==> config.mk <==
export PLATFORM = sky130hd
export DESIGN_NAME = osc_meas_ctrl
export DESIGN_NICKNAME = d
export VERILOG_FILES = /design/src/rtl/osc_meas_ctrl.sv
export SDC_FILE = /design/constraint.sdc
export NUM_CORES = 1
export LEC_CHECK = 0
export ABC_AREA = 0
export CORE_MARGIN = 2
export CORE_UTILIZATION = 25
export CTS_CLUSTER_DIAMETER = 120
export DETAILED_ROUTE_END_ITERATION = 12
export PLACE_DENSITY = 0.45
export SYNTH_ARGS = -nofsm -noshare
export SYNTH_HDL_FRONTEND = slang
export SYNTH_SLANG_ARGS = --single-unit
==> constraint.sdc <==
create_clock -name ref_clk -period 3.4 [get_ports ref_clk]
set_input_delay 1.02 -clock ref_clk [delete_from_list [all_inputs] [get_ports ref_clk]]
set_output_delay 1.02 -clock ref_clk [all_outputs]
set_load 0.02 [all_outputs]
==> src/rtl/osc_meas_ctrl.sv <==
// osc_meas_ctrl: sequences one ring-oscillator measurement.
// The sequence is reset, a fixed gate window, a latch request/ack handshake,
// capture of the frozen count, and release. The result is presented as a
// one-cycle valid pulse.
//
// state   | meaning
// IDLE    | oscillator halted, waiting for start
// RESET   | counter held in reset for RST_CYCLES
// RUN     | gate window, oscillator counting for GATE_CYCLES
// REQ     | latch requested, waiting (bounded) for ack rise
// SETTLE  | ack seen, letting the latched count settle
// RELEASE | request dropped, waiting (bounded) for ack fall
// DONE    | one-cycle result_valid, then back to IDLE
module osc_meas_ctrl #(
  parameter int unsigned GATE_CYCLES   = 1000,
  parameter int unsigned RST_CYCLES    = 4,
  parameter int unsigned SETTLE_CYCLES = 2,
  parameter int unsigned ACK_TIMEOUT   = 1024
) (
  input  logic        ref_clk,
  input  logic        rst,
  input  logic        start,
  output logic        osc_rst,
  output logic        osc_halt,
  output logic        osc_latch_req,
  input  logic        osc_latch_ack,
  input  logic [31:0] osc_counter_latch,
  output logic        busy,
  output logic [31:0] result,
  output logic        result_valid,
  output logic        timeout_err
);

  localparam logic [31:0] LP_RST_LOAD    = 32'(RST_CYCLES - 1);
  localparam logic [31:0] LP_GATE_LOAD   = 32'(GATE_CYCLES - 1);
  localparam logic [31:0] LP_SETTLE_LOAD = 32'(SETTLE_CYCLES - 1);
  localparam logic [31:0] LP_ACK_LOAD    = 32'(ACK_TIMEOUT - 1);

  typedef enum logic [2:0] {
    S_IDLE, S_RESET, S_RUN, S_REQ, S_SETTLE, S_RELEASE, S_DONE
  } state_t;

  state_t      r_state;
  logic [31:0] r_cnt;
  logic        w_cnt_zero;

  assign w_cnt_zero = (r_cnt == 32'd0);

  // Control outputs for a state: {osc_rst, osc_halt, osc_latch_req, busy}.
  // Outputs are registered from the next state, so they line up with it.
  function automatic logic [3:0] f_outs(input state_t s);
    logic [3:0] v;
    case (s)
      S_IDLE:    v = 4'b0100;
      S_RESET:   v = 4'b1101;
      S_RUN:     v = 4'b0001;
      S_REQ:     v = 4'b0011;
      S_SETTLE:  v = 4'b0011;
      S_RELEASE: v = 4'b0001;
      S_DONE:    v = 4'b0101;
      default:   v = 4'b0100;
    endcase
    return v;
  endfunction

  // Measurement sequencer with shared down-counter and registered outputs.
  always_ff @(posedge ref_clk or posedge rst) begin
    if (rst) begin
      r_state       <= S_IDLE;
      r_cnt         <= 32'd0;
      osc_rst       <= 1'b1;
      osc_halt      <= 1'b1;
      osc_latch_req <= 1'b0;
      busy          <= 1'b0;
      result        <= 32'd0;
      result_valid  <= 1'b0;
      timeout_err   <= 1'b0;
    end else begin
      result_valid <= 1'b0;
      case (r_state)
        S_IDLE: begin
          if (start) begin
            r_state     <= S_RESET;
            r_cnt       <= LP_RST_LOAD;
            timeout_err <= 1'b0;
            {osc_rst, osc_halt, osc_latch_req, busy} <= f_outs(S_RESET);
          end else begin
            {osc_rst, osc_halt, osc_latch_req, busy} <= f_outs(S_IDLE);
          end
        end
        S_RESET: begin
          if (w_cnt_zero) begin
            r_state <= S_RUN;
            r_cnt   <= LP_GATE_LOAD;
            {osc_rst, osc_halt, osc_latch_req, busy} <= f_outs(S_RUN);
          end else begin
            r_cnt <= r_cnt - 32'd1;
          end
        end
        S_RUN: begin
          if (w_cnt_zero) begin
            r_state <= S_REQ;
            r_cnt   <= LP_ACK_LOAD;
            {osc_rst, osc_halt, osc_latch_req, busy} <= f_outs(S_REQ);
          end else begin
            r_cnt <= r_cnt - 32'd1;
          end
        end
        S_REQ: begin
          if (osc_latch_ack) begin
            r_state <= S_SETTLE;
            r_cnt   <= LP_SETTLE_LOAD;
            {osc_rst, osc_halt, osc_latch_req, busy} <= f_outs(S_SETTLE);
          end else if (w_cnt_zero) begin
            // No ack ever came: dead oscillator, nothing valid to report.
            r_state      <= S_DONE;
            timeout_err  <= 1'b1;
            result       <= 32'd0;
            result_valid <= 1'b1;
            {osc_rst, osc_halt, osc_latch_req, busy} <= f_outs(S_DONE);
          end else begin
            r_cnt <= r_cnt - 32'd1;
          end
        end
        S_SETTLE: begin
          if (w_cnt_zero) begin
            r_state <= S_RELEASE;
            r_cnt   <= LP_ACK_LOAD;
            result  <= osc_counter_latch;
            {osc_rst, osc_halt, osc_latch_req, busy} <= f_outs(S_RELEASE);
          end else begin
            r_cnt <= r_cnt - 32'd1;
          end
        end
        S_RELEASE: begin
          if (!osc_latch_ack || w_cnt_zero) begin
            // A stuck ack still keeps the count captured in SETTLE.
            r_state      <= S_DONE;
            result_valid <= 1'b1;
            if (osc_latch_ack) timeout_err <= 1'b1;
            {osc_rst, osc_halt, osc_latch_req, busy} <= f_outs(S_DONE);
          end else begin
            r_cnt <= r_cnt - 32'd1;
          end
        end
        S_DONE: begin
          r_state <= S_IDLE;
          {osc_rst, osc_halt, osc_latch_req, busy} <= f_outs(S_IDLE);
        end
        default: begin
          r_state <= S_IDLE;
          {osc_rst, osc_halt, osc_latch_req, busy} <= f_outs(S_IDLE);
        end
      endcase
    end
  end

endmodule

### Word level (Yosys, flattened, before mapping)

Cells that the tools add are included.

| word-level totals | value |
|---|---|
| memories | 0 |
| ROM bits | 0 |
| output and inout port bits | 38 |
| bits in latches | 0 |
| bits in writable memories | 0 |
| bits in registers | 73 |
| word-level logic and storage cells | 87 |

| operators by class | value |
|---|---|
| muxes and demuxes | 44 |
| bitwise operators | 0 |
| $mul | 0 |
| add/subtract/negate cells | 1 |
| divide/modulo/power cells | 0 |
| magnitude comparators | 0 |
| equality and inequality tests | 17 |
| shift operators | 0 |
| reductions and logical operators | 16 |

Operators with widths:

| kind | number |
|---|---|
| two-way mux 32 bit | 9 |
| case mux 32 bit (5 select lines) | 1 |
| case mux 32 bit (2 select lines) | 1 |
| logical NOT 32 bit | 1 |
| subtractor 32 x 1 -> 32 bit, second input constant | 1 |
| two-way mux 3 bit | 7 |
| two-way mux 1 bit | 19 |
| inequality test 2 bit, second input constant | 9 |
| case mux 3 bit (6 select lines) | 1 |
| case mux 1 bit (4 select lines) | 3 |
| AND reduction 6 bit | 2 |
| AND reduction 4 bit | 2 |
| equality test 3 x 2 -> 1 bit, second input constant | 2 |
| equality test 3 bit, second input constant | 2 |
| inequality test 3 bit, second input constant | 2 |
| case mux 1 bit (3 select lines) | 2 |
| nonzero test 5 bit | 1 |
| OR reduction 2 bit | 2 |
| equality test 3 x 1 -> 1 bit, second input constant | 1 |
| logical NOT 3 bit | 1 |
| AND reduction 3 bit | 1 |
| nonzero test 3 bit | 1 |
| OR reduction 3 bit | 1 |
| inequality test 2 x 1 -> 1 bit, second input constant | 1 |
| other kinds (5) | 5 |

### Depth between registers and ports, before layout

| depth | value |
|---|---|
| word-level depth | 4 |
| depth in mapped cells | 9 |
| gate-level depth less buffers | 8 |

### Least setup slack after synthesis

No wires, ideal clock.

| timing | value |
|---|---|
| path kind | input to register |
| start point | input osc_latch_ack |
| end point | register r_cnt[26] |
| stages on the path | 7 |
| data required time | 3.322 ns |
| slack | 0.315 ns |
| setup time | 0.078 ns |
| arrival time | 3.007 ns |
| cells stage by stage | clkbuf_1 nor2b_1 o21ai_1 nand2_1 or4_4 or4_1 a21oi_1 |

| on the way | value |
|---|---|
| cells in the longest elaborated chain, start to end | 4 |
| elaborated cells on any way between the ends | 7 |
| classes of those cells | 2 x eq/ne; 2 x mux; 3 x reduce/logical |

Ends and longest elaborated chain:

| item | RTL line | text |
|---|---|---|
| start, declared | 26 | `input logic osc_latch_ack,` |
| logical NOT 1 bit | 136 | `if (!osc_latch_ack \|\| w_cnt_zero) begin` |
| logical OR 1 bit | 136 |  |
| inequality test 2 bit (no source line) | n/a |  |
| AND reduction 4 bit (no source line) | n/a |  |
| end signal, assigned | 122 | `r_cnt <= r_cnt - 32'd1;` |
| end signal, assigned | 132 | `r_cnt <= r_cnt - 32'd1;` |
| end signal, assigned | 143 | `r_cnt <= r_cnt - 32'd1;` |
| end, declared | 44 | `logic [31:0] r_cnt;` |

Parallel ways exist; a longest one is shown, timed or not.
A chain may end at the register's enable or synchronous reset.

### Worst setup path after layout

Same ends and word-level chain as after synthesis.

==> impl_metrics.ini <==
[cts]
buffer_levels_on_the_longest_clock_path = 2
clock_tree.root_cell = sky130_fd_sc_hd__clkbuf_16
worst_skew_pair.late_latency_ns = 0.35
ctsHoldBuffers = 0
number_of_buffers_added_for_setup_after_cts = 0
numCtsBuffers = 9
clock-sinks = 73
post_cts_resize_count = 0
clk_pin_slew_worst_paths_ns = 0.06
clock_tree_from_tritoncts = built
h-tree-depth = 3

[outcome]
run_status = finished, final reports clean

[worst_setup_path]
start_kind = input pin
cp-end-kind = flop
worstPathMaxFanout = 5
critPathKind = input pin to flop
timing.critical_path.arrival_ns = 3.10
worstPathRequired_ns = 3.66

[die]
initial_core_utilization_pct = 25.6
die_area_mm2 = 0.0159
core_area_mm2 = 0.0145
num_rows = 44
die_w_um = 126
fp.dieH_um = 126
io-pin-count = 74

[synthesis]
syn_area_mm2 = 0.00372
synth_cell_type_count = 50
synth_seq_area_share_pct = 49.1
synth_edf_count = 0
ys.warnings.count = 0
syn_avg_cell_area_um2 = 8.68
synth-seq-cells = 73
synth.area.top_cells = sky130_fd_sc_hd__dfrtp_1 48%, sky130_fd_sc_hd__nand2_1 8.8%, sky130_fd_sc_hd__nand3_1 5.4%
synth_largest_area_cell = sky130_fd_sc_hd__dfrtp_1
synth.net_count = 467
dominantRegCellSynth = sky130_fd_sc_hd__dfrtp_1
yosysTopAreaCellShare_pct = 47.7
post_synth_inst_count = 429
proportion_of_register_bits_with_asynchronous_set_or_reset_after_synthesis_pct = 100

[final_layout]
num_antenna_cells = 0
synthToLayoutAreaGrowth_pct = 36.4
finalCoreUtilization_pct = 35.0
ff_latch_area_mm2 = 0.00183
area_of_combinational_cells_with_multiple_inputs_mm2 = 0.00178
drive_above_1_share_pct = 8.79
fin_nets = 546
fillCellCount = 1531

[power_and_ir_drop]
design_power_total_mw = 4.38
max-vdd-ir-drop_v = 0.000303
power.density_cell_area_mw_per_mm2 = 861
leakagePower_nw = 2.30

[placed_design]
place.port_buffers = 73
pre_cts_setup_slack_ns = 0.214
finalWeightedCongestion = 0.758
post-dp-hpwl_um = 7130

[hold_path]
hp-class = flop to flop

[timing]
finalClockSkew_ns = 0.00924
grt_setup_unrepaired = no
slew_violations = 0
final.setup.worst_slack_ns = 0.566
report.final.setup_viol = 0
final.min_clock_period_ns = 2.83
min_period_over_period_pct = 83.4
max_freq_ghz = 0.353
final.setup.tns_ns = 0
final_hold_viol_count = 0
slew-limit-headroom_pct = 58.7
max_slew.worst_pin.slew_ns = 0.619

[global_route]
grt_max_degree = 59
grt_first_pass_wirelength_um = 17500
grt_overall_usage_pct = 13.8
antenna_found_initial = 0
first_global_vias = 3415
grt_remaining_overflow = 0

[detailed_routing]
drc = 0
routed_wirelength_um = 10500
first_pass_iteration_count_of_the_detailed_router = 4
initialDrtViolationCount = 236
vias = 3373
vias_per_cell = 4.85
wl_per_cell_um = 15.0
ant_nets = 0

[run]
timing.max_cap.violations = 0
## logic make-up after synthesis
logic type | share of synthesized area, %
multiplexers | 0.269
XOR/XNOR | 3.06
AO/OA/AOI/OAI | 14.9
buffers and inverters | 3.23
adder cells (fa/ha/maj) | 0.941
AND/OR/NAND/NOR | 28.5
flip-flops | 49.1
## worst max-delay path, cell delays in order
cell,delay [ns]
sky130_fd_sc_hd__clkdlybuf4s50_1,0.53
sky130_fd_sc_hd__nor2b_1,0.09
sky130_fd_sc_hd__o21ai_1,0.17
sky130_fd_sc_hd__nand2_1,0.14
sky130_fd_sc_hd__or4_4,0.57
sky130_fd_sc_hd__or4_1,0.42
sky130_fd_sc_hd__a21oi_1,0.15
## report_power, final
| group | switching [mW] | internal, mW | leakage (nW) |
|---|---|---|---|
| registers | 0.242 | 1.12 | 0.987 |
| logic | 1.13 | 0.796 | 1.15 |
| clock network | 0.375 | 0.714 | 0.163 |
| total | 1.74 | 2.63 | 2.30 |
## synthesized netlist by cell type, types with 2 or more instances
cell                        count
sky130_fd_sc_hd__o21ai_0       23
sky130_fd_sc_hd__o211ai_1       2
sky130_fd_sc_hd__nor2b_1        3
sky130_fd_sc_hd__and2_1         2
sky130_fd_sc_hd__xor2_1         2
sky130_fd_sc_hd__buf_2          3
sky130_fd_sc_hd__a22o_1         2
sky130_fd_sc_hd__nor4_1         3
sky130_fd_sc_hd__or4_1          9
sky130_fd_sc_hd__or2_2          3
sky130_fd_sc_hd__clkbuf_1      19
sky130_fd_sc_hd__nand4_1        5
sky130_fd_sc_hd__nand2_1       87
sky130_fd_sc_hd__dfstp_2        2
sky130_fd_sc_hd__nor2_1        30
sky130_fd_sc_hd__nor3_1         9
sky130_fd_sc_hd__or3_1         12
sky130_fd_sc_hd__a211oi_1       6
sky130_fd_sc_hd__xnor2_1       11
sky130_fd_sc_hd__ha_1           2
sky130_fd_sc_hd__dfrtp_1       71
sky130_fd_sc_hd__nand2b_1       2
sky130_fd_sc_hd__a21o_1         5
sky130_fd_sc_hd__a21oi_1       33
sky130_fd_sc_hd__o22a_1         3
sky130_fd_sc_hd__or4_4          2
sky130_fd_sc_hd__o31ai_1        3
sky130_fd_sc_hd__a2111oi_0      5
sky130_fd_sc_hd__nand3_1       40
sky130_fd_sc_hd__o21a_1         3
sky130_fd_sc_hd__inv_1          8
## path summary, 6_finish.rpt
check | start | end | slack [ns] | cells past startpoint
min reg2reg | result[20] | result[20] | 0.47 | 2
min | result[20] | result[20] | 0.47 | 2
max | osc_latch_ack | r_cnt[26] | 0.57 | 7
max in group asynchronous | rst | osc_rst | 1.72 | 3
max reg2reg | r_cnt[15] | r_cnt[26] | 0.65 | 6
min in group asynchronous | rst | result[9] | 0.98 | 2
## registers in the layout, summed over array words and instances (netlist names)
signal,count
result_valid,1
osc_rst,1
osc_halt,1
timeout_err,1
r_cnt,32
busy,1
osc_latch_req,1
result,32
r_state,3
## cell type report
class | count | share of cell area (%)
tap | 184 | 4.53
sequential | 73 | 36.0
timing repair buffer | 91 | 17.3
multi-input combinational | 325 | 35.0
clock inverter | 5 | 2.04
clock buffer | 10 | 4.51
inverter | 8 | 0.591
## placed cells by master (no fill, tap or decap), types with 9 or more instances in the layout
master,Yosys,routed
sky130_fd_sc_hd__nor2_1,30,30
sky130_fd_sc_hd__dfrtp_1,71,71
sky130_fd_sc_hd__nand3_1,40,40
sky130_fd_sc_hd__o21ai_0,23,23
sky130_fd_sc_hd__nand2_1,87,87
sky130_fd_sc_hd__clkdlybuf4s50_1,0,73
sky130_fd_sc_hd__xnor2_1,11,11
sky130_fd_sc_hd__or4_1,9,9
sky130_fd_sc_hd__or3_1,12,12
sky130_fd_sc_hd__buf_4,0,17
sky130_fd_sc_hd__a21oi_1,33,33
sky130_fd_sc_hd__clkbuf_16,0,9
## through the flow
step           hold WS, ns  instance area (um^2)  cells
2_1_floorplan        0.472                  3720    429
3_3_place_gp         0.450                  4750    681
3_5_place_dp         0.457                  4750    681
4_1_cts              0.469                  5080    696
5_1_grt              0.479                  5080    696
6_report             0.465                  5080    696
## metal layers
metal | wire, um | up-vias | share of wire [%] | global-route usage (%)
met2 | 4620 | 71 | 44 | 20.6
met5 | 0 | - | 0 | 0
met3 | 761 | 8 | 7.3 | 6.54
li1 | - | 1670 | - | -
met4 | 85 | 0 | 0.81 | 2.97
met1 | 4990 | 1624 | 48 | 18.1
(Power assumes the default switching activity.)
